File: src/rtl/uart_rx.sv
// uart_rx: 8N1 serial receiver with 16x fractional-accumulator oversampling.
// Bits are sampled at mid-period. Received bytes are handed out as single-cycle
// strobes (data_valid / frame_error).
// Optional feature macro: UART_RX_MAJORITY_EN. When it is defined, each bit is
// the 2-of-3 majority of the samples taken at the last three ticks up to and
// including the evaluation point.
module uart_rx #(
    parameter int unsigned freq_in       = 50000000,
    parameter int unsigned freq_out      = 57600,
    parameter int unsigned acc_precision = 16
) (
    input  logic       clock,
    input  logic       reset,
    input  logic       uart_in,
    output logic [7:0] data_out,
    output logic       data_valid,
    output logic       frame_error,
    output logic       busy
);

    // Rounded 16x baud rate, scaled by 2^acc_precision, relative to freq_in.
    localparam logic [63:0] INC_WIDE =
        ((64'(freq_out) << (acc_precision + 4)) + 64'(freq_in / 2)) / 64'(freq_in);
    localparam logic [acc_precision:0] INCREMENT = INC_WIDE[acc_precision:0];

    typedef enum logic [2:0] {
        ST_IDLE,
        ST_START,
        ST_DATA,
        ST_STOP,
        ST_BREAK
    } state_t;

    logic                   sync1;
    logic                   rx;
    logic [acc_precision:0] acc;
    logic                   tick;
    logic                   bit_val;

    state_t     state, state_n;
    logic [3:0] os_cnt, os_cnt_n;
    logic [2:0] bit_idx, bit_idx_n;
    logic [7:0] shift, shift_n;
    logic [7:0] data_out_n;
    logic       valid_n;
    logic       ferr_n;

    // Two-flop synchronizer; idle level is high.
    always_ff @(posedge clock or posedge reset) begin
        if (reset) begin
            sync1 <= 1'b1;
            rx    <= 1'b1;
        end else begin
            sync1 <= uart_in;
            rx    <= sync1;
        end
    end

    // Free-running phase accumulator; its carry bit is the oversample tick.
    always_ff @(posedge clock or posedge reset) begin
        if (reset) begin
            acc <= '0;
        end else begin
            acc <= {1'b0, acc[acc_precision-1:0]} + INCREMENT;
        end
    end

    assign tick = acc[acc_precision];

`ifdef UART_RX_MAJORITY_EN
    // samp[0] holds the previous tick's sample and samp[1] the one before it.
    logic [1:0] samp;

    // Keep the last two tick samples of the line for majority voting.
    always_ff @(posedge clock or posedge reset) begin
        if (reset) begin
            samp <= '1;
        end else if (tick) begin
            samp <= {samp[0], rx};
        end
    end

    assign bit_val = (samp[1] & samp[0]) | (samp[1] & rx) | (samp[0] & rx);
`else
    assign bit_val = rx;
`endif

    // State and datapath registers; busy is a registered copy of the next state.
    always_ff @(posedge clock or posedge reset) begin
        if (reset) begin
            state       <= ST_IDLE;
            os_cnt      <= '0;
            bit_idx     <= '0;
            shift       <= '0;
            data_out    <= '0;
            data_valid  <= 1'b0;
            frame_error <= 1'b0;
            busy        <= 1'b0;
        end else begin
            state       <= state_n;
            os_cnt      <= os_cnt_n;
            bit_idx     <= bit_idx_n;
            shift       <= shift_n;
            data_out    <= data_out_n;
            data_valid  <= valid_n;
            frame_error <= ferr_n;
            busy        <= (state_n != ST_IDLE);
        end
    end

    // Next-state and strobe logic; every transition is qualified by a tick.
    always_comb begin
        state_n    = state;
        os_cnt_n   = os_cnt;
        bit_idx_n  = bit_idx;
        shift_n    = shift;
        data_out_n = data_out;
        valid_n    = 1'b0;
        ferr_n     = 1'b0;
        if (tick) begin
            case (state)
                ST_IDLE: begin
                    if (!rx) begin
                        state_n  = ST_START;
                        os_cnt_n = '0;
                    end
                end
                ST_START: begin
                    os_cnt_n = os_cnt + 4'd1;
                    if (os_cnt == 4'd7) begin
                        if (!bit_val) begin
                            state_n   = ST_DATA;
                            os_cnt_n  = '0;
                            bit_idx_n = '0;
                        end else begin
                            state_n = ST_IDLE;
                        end
                    end
                end
                ST_DATA: begin
                    os_cnt_n = os_cnt + 4'd1;
                    if (os_cnt == 4'd15) begin
                        shift_n = {bit_val, shift[7:1]};
                        if (bit_idx == 3'd7) begin
                            state_n = ST_STOP;
                        end else begin
                            bit_idx_n = bit_idx + 3'd1;
                        end
                    end
                end
                ST_STOP: begin
                    os_cnt_n = os_cnt + 4'd1;
                    if (os_cnt == 4'd15) begin
                        if (bit_val) begin
                            data_out_n = shift;
                            valid_n    = 1'b1;
                            state_n    = ST_IDLE;
                        end else begin
                            ferr_n  = 1'b1;
                            state_n = ST_BREAK;
                        end
                    end
                end
                ST_BREAK: begin
                    if (rx) begin
                        state_n = ST_IDLE;
                    end
                end
                default: begin
                    state_n = ST_IDLE;
                end
            endcase
        end
    end

endmodule

File: config.mk
export PLATFORM = sky130hd
export DESIGN_NAME = uart_rx
export DESIGN_NICKNAME = d
export VERILOG_FILES = /design/src/rtl/uart_rx.sv
export SDC_FILE = /design/constraint.sdc
export NUM_CORES = 1
export LEC_CHECK = 0
export ABC_AREA = 1
export BUFFER_PORTS_ARGS = -buffer_cell sky130_fd_sc_hd__buf_2
export CAP_MARGIN = 20
export CORE_UTILIZATION = 45
export CTS_CLUSTER_DIAMETER = 50
export CTS_CLUSTER_SIZE = 16
export DETAILED_ROUTE_END_ITERATION = 8
export PLACE_DENSITY = 0.7
export RECOVER_POWER = 25
export SETUP_SLACK_MARGIN = 0.02
export SYNTH_ARGS = -nofsm -noshare
export SYNTH_HDL_FRONTEND = slang
export SYNTH_SLANG_ARGS = --single-unit
File: constraint.sdc
create_clock -name clock -period 1.5 [get_ports clock]
set_clock_uncertainty 0.05 [all_clocks]
set_input_delay 0.075 -clock clock [delete_from_list [all_inputs] [get_ports clock]]
set_output_delay 0.075 -clock clock [all_outputs]
set_load 0.02 [all_outputs]
**After elaboration in Yosys (flattened, before gate mapping)**

Index checks and enable logic that the tools add are counted.

- Multiplexer cells: 27
- Reduce and logical (&&, ||, !) cells: 9
- $add $sub $neg: 3
- Equality and inequality tests: 12

Operators with widths:

| kind | count |
|---|---|
| 3-bit two-way mux | 12 |
| 16-bit by 11-bit adder with 17-bit output, second input constant | 1 |
| 3-bit case mux with 5 select lines | 1 |
| 4-bit two-way mux | 3 |
| 4-bit case mux with 3 select lines | 1 |
| 2-bit != test, second input constant | 5 |
| 1-bit two-way mux | 8 |
| 3-bit by 2-bit equality test with 1-bit output, second input constant | 2 |
| 3-bit equality test, second input constant | 2 |
| 3-bit case mux with 2 select lines | 1 |
| 3-bit AND reduction | 2 |
| 6-bit AND reduction | 1 |
| 3-bit nonzero test | 2 |
| 4-bit by 1-bit adder with 4-bit output, second input constant | 1 |
| 4-bit by 3-bit equality test with 1-bit output, second input constant | 1 |
| 4-bit equality test, second input constant | 1 |
| 4-bit AND reduction | 1 |
| 3-bit by 1-bit adder with 3-bit output, second input constant | 1 |
| 3-bit by 1-bit equality test with 1-bit output, second input constant | 1 |
| 3-bit zero test | 1 |
| 2-bit two-way mux | 1 |
| 2-bit nonzero test | 1 |
| 2-bit OR reduction | 1 |

- Flip-flop bits (word level): 48
- Input port bits: 3
- Output and inout port bits: 11
- Logic and storage cells: 62

**Depth between registers and ports, before layout**

- Word-level depth: 6
- Depth in mapped cells: 9
- Depth with buffers taken out: 9

**Worst setup path after synthesis**

Ideal clock, no wire load.

- Path kind: reg-to-reg
- Start point: reg os_cnt[0]
- End point: reg data_out[7]
- Required time: 1.332 ns
- Slack: 0.128 ns
- Period minus slack after synthesis: 1.372 ns
- Cell stages (with the launch flop): 8
- Data arrival time: 1.204 ns
- Path through: dfrtp_1 -> ha_1 -> nand3_2 -> nor2_4 -> nand3_4 -> buf_6 -> nand2_1 -> o21ai_2

- Longest elaborated chain between the ends: 2

Ends and longest elaborated chain:

| element | line | text |
|---|---|---|
| start: declaration | 41 | `logic [3:0] os_cnt, os_cnt_n;` |
| start signal: assignment | 101 | `os_cnt <= os_cnt_n;` |
| 4-bit equality test | 153 | `if (os_cnt == 4'd15) begin` |
| 4-bit AND reduction (no source line) | -- |  |
| end signal: assignment | 104 | `data_out <= data_out_n;` |
| end: declaration | 15 | `output logic [7:0] data_out,` |

No other way between the ends.
A chain may end at the register's enable or synchronous reset.

**Worst setup path after layout**

- Start point: reg os_cnt[1]
- End point: reg data_out[7]

Same word-level chain as after synthesis.

==> results.py <==
metrics = {
    "outcome": {
        "status": "finished clean",
    },
    "synth": {
        "syn_area_per_cell_um2": 9.205,
        "syn_nets": 234,
        "synthTopCellsByCount": "58 x nand2_1, 43 x dfrtp_1, 32 x inv_1",
        "ys_ff_latch": 45,
        "async_flop_share_pct": 100.0,
        "netlist_instances": 227,
        "synth.area.top_cells": "dfrtp_1 51%, nand2_1 10%, o21ai_2 6.7%",
        "seq_area_frac_synth_pct": 54.01,
        "yosys.area.top_type": "dfrtp_1",
        "yosysWarnings": 0,
        "synth_edf_count": 0,
        "synth_flop_cell": "dfrtp_1",
        "synth_top_area_share_pct": 51.50,
        "synth_area_um2": 2090,
        "synth.lib_cells_used.distinct": 27,
        "yosysMostFrequentCell": "nand2_1",
    },
    "worst_setup_path": {
        "cp_top_family": "simple AND/OR/NAND/NOR gates",
        "max_stage_delay_ps": 410,
        "worstPathArrival_ps": 1610,
        "crit_top_cell": "nand3_4",
        "path_max_fanout": 8,
        "required_ps": 1650,
        "path_depth": 7,
        "cp_slowest_cell": "dfrtp_1",
        "worst-setup-path-type": "reg -> reg",
        "path_cells": "ha_4 > nand3_4 > nor2_4 > buf_4 > nand3_4 > nand2_1 > o21ai_2",
        "cp_num_buf_inv": 1,
        "end_kind": "register",
        "critPathLaunchType": "register",
        "r2r_cells": 7,
    },
    "layout": {
        "area_growth_pct": 23.17,
        "drive_gt1_share_pct": 34.34,
        "fill_cells": 373,
        "final_util_pct": 58.30,
        "fin_nets": 271,
        "multi_input_area_um2": 948.4,
        "regArea_um2": 1129,
        "diodes": 0,
    },
    "global_route": {
        "overflow": 0,
        "antenna_found_initial": 0,
        "grt_pass1_wl_um": 6589,
        "grt_max_degree": 46,
        "grt_use_total_pct": 16.99,
        "grt_pass1_vias": 1535,
    },
    "clock_tree": {
        "cts.sink_count": 45,
        "cts_buffer_depth": 2,
        "cts_max_level": 2,
        "numCtsBuffers": 5,
        "clkLatencyLatePin_ps": 300,
        "cts_tree": "done",
        "clk_pin_slew_ps": 90,
        "cts_root_buffer": "clkbuf_8",
    },
    "detailed_routing": {
        "firstDrtPassIters": 4,
        "finalWirelength_um": 3909,
        "detail-route-antenna-nets": 0,
        "drc_errors": 0,
        "avgRoutedWirePerCell_um": 12.33,
        "vias_per_cell": 4.981,
        "first_iter_violations": 102,
        "via_count": 1579,
    },
    "worst_hold_path": {
        "holdPathStages": 0,
        "hp-class": "reg -> reg",
    },
    "sta": {
        "hold_viol_final": 0,
        "hold_slack_ps": 313.2,
        "finalCritPeriodShare_pct": 97.12,
        "slew_viol_final": 0,
        "finalCriticalPeriod_ps": 1457,
        "grt_setup_unrepaired": "yes",
        "max_slew_margin_pct": 60.81,
        "tns_ps": 0,
        "worst_pin_slew_ps": 587.8,
        "setup_viol": 0,
        "max_freq_mhz": 686.4,
    },
    "die": {
        "fp.dieH_um": 70.14,
        "rows": 24,
        "pin_count": 14,
        "die_area_um2": 4920,
        "start_util_pct": 47.34,
        "die_w_um": 70.14,
        "core_um2": 4414,
    },
    "power_and_ir_drop": {
        "p_leak_uw": 0.001242,
        "irDropWorstVdd_v": 0.0006258,
        "p_total_uw": 2010,
        "p_per_area_nw_per_um2": 781.0,
    },
    "place": {
        "globalplace.congestion": 0.8212,
        "place_hpwl_um": 2371,
        "portBuffers": 13,
    },
    "flow_run": {
        "drv_cap": 0,
    },
}
## final timing paths
check / to / from / slack [ps]
max in group asynchronous: acc[13] / reset / 560
worst min register to register: bit_val / sync1 / 310
worst max register to register: data_out[7] / os_cnt[1] / 40
min in group asynchronous: acc[4] / reset / 440
worst max-delay path: data_out[7] / os_cnt[1] / 40
worst min-delay path: bit_val / sync1 / 310
## metrics by stage
step	setup WS, ps	area [um2]	instances
2_1_floorplan	128.1	2090	227
3_3_place_gp	-16.62	2247	295
3_5_place_dp	-29.07	2247	295
4_1_cts	-12.47	2406	308
5_1_grt	-36.90	2574	317
6_report	43.16	2574	317
## kinds of logic after synthesis
family,after synthesis,synth area share [%]
adder cells (fa/ha/maj),4,2.395
XOR/XNOR,8,3.353
AO/OA/AOI/OAI,36,11.92
buffers and inverters,36,7.186
AND/OR/NAND/NOR,98,21.14
flip-flops,45,54.01
## routing by layer
layer,routed length (um),global-route usage (%)
met2,2014,29.38
met3,92,3.463
met4,83,7.333
met5,0,0
met1,1719,20.50
## power by group
part | internal, uW | switching (uW)
Clock | 327 | 420
Combinational | 12.6 | 31.3
Sequential | 1220 | 2.49
## cells in the final DEF (no fill, tap or decap), drive strengths merged, types with 5 or more instances in the layout
cell type  netlist  routed
buf              2      28
xor2             5       5
nor2            19      19
dfrtp           43      43
inv             34      32
o21ai           29      29
clkbuf           0       6
nand2           61      61
nand3           13      14
a21oi            5       5
## sequential cells by signal, summed over array words and instances (netlist names)
name,flops
bit_val,1
shift,8
sync1,1
data_valid,1
data_out,8
busy,1
state,3
os_cnt,4
frame_error,1
bit_idx,3
acc,14
## layout make-up
class                           instances  share of cell area, %
Clock buffer                            5                  2.674
Clock inverter                          3                 0.8751
Inverter                               34                  5.105
Multi-Input combinational cell        147                  36.85
Sequential cell                        45                  43.85
Tap cell                               52                  2.528
Timing Repair Buffer                   31                  8.119
## repair_timing
action / in CTS / in global routing
endpoints found under the setup margin: 23 / 28
hold endpoints to repair: 46 / 0
pin swaps: 3 / 8
setup buffers: 2 / 9
gates resized for setup: 6 / 30
hold buffers: 2 / 0
gates cloned: 1 / 0
Power figures use the tool's default switching activity.
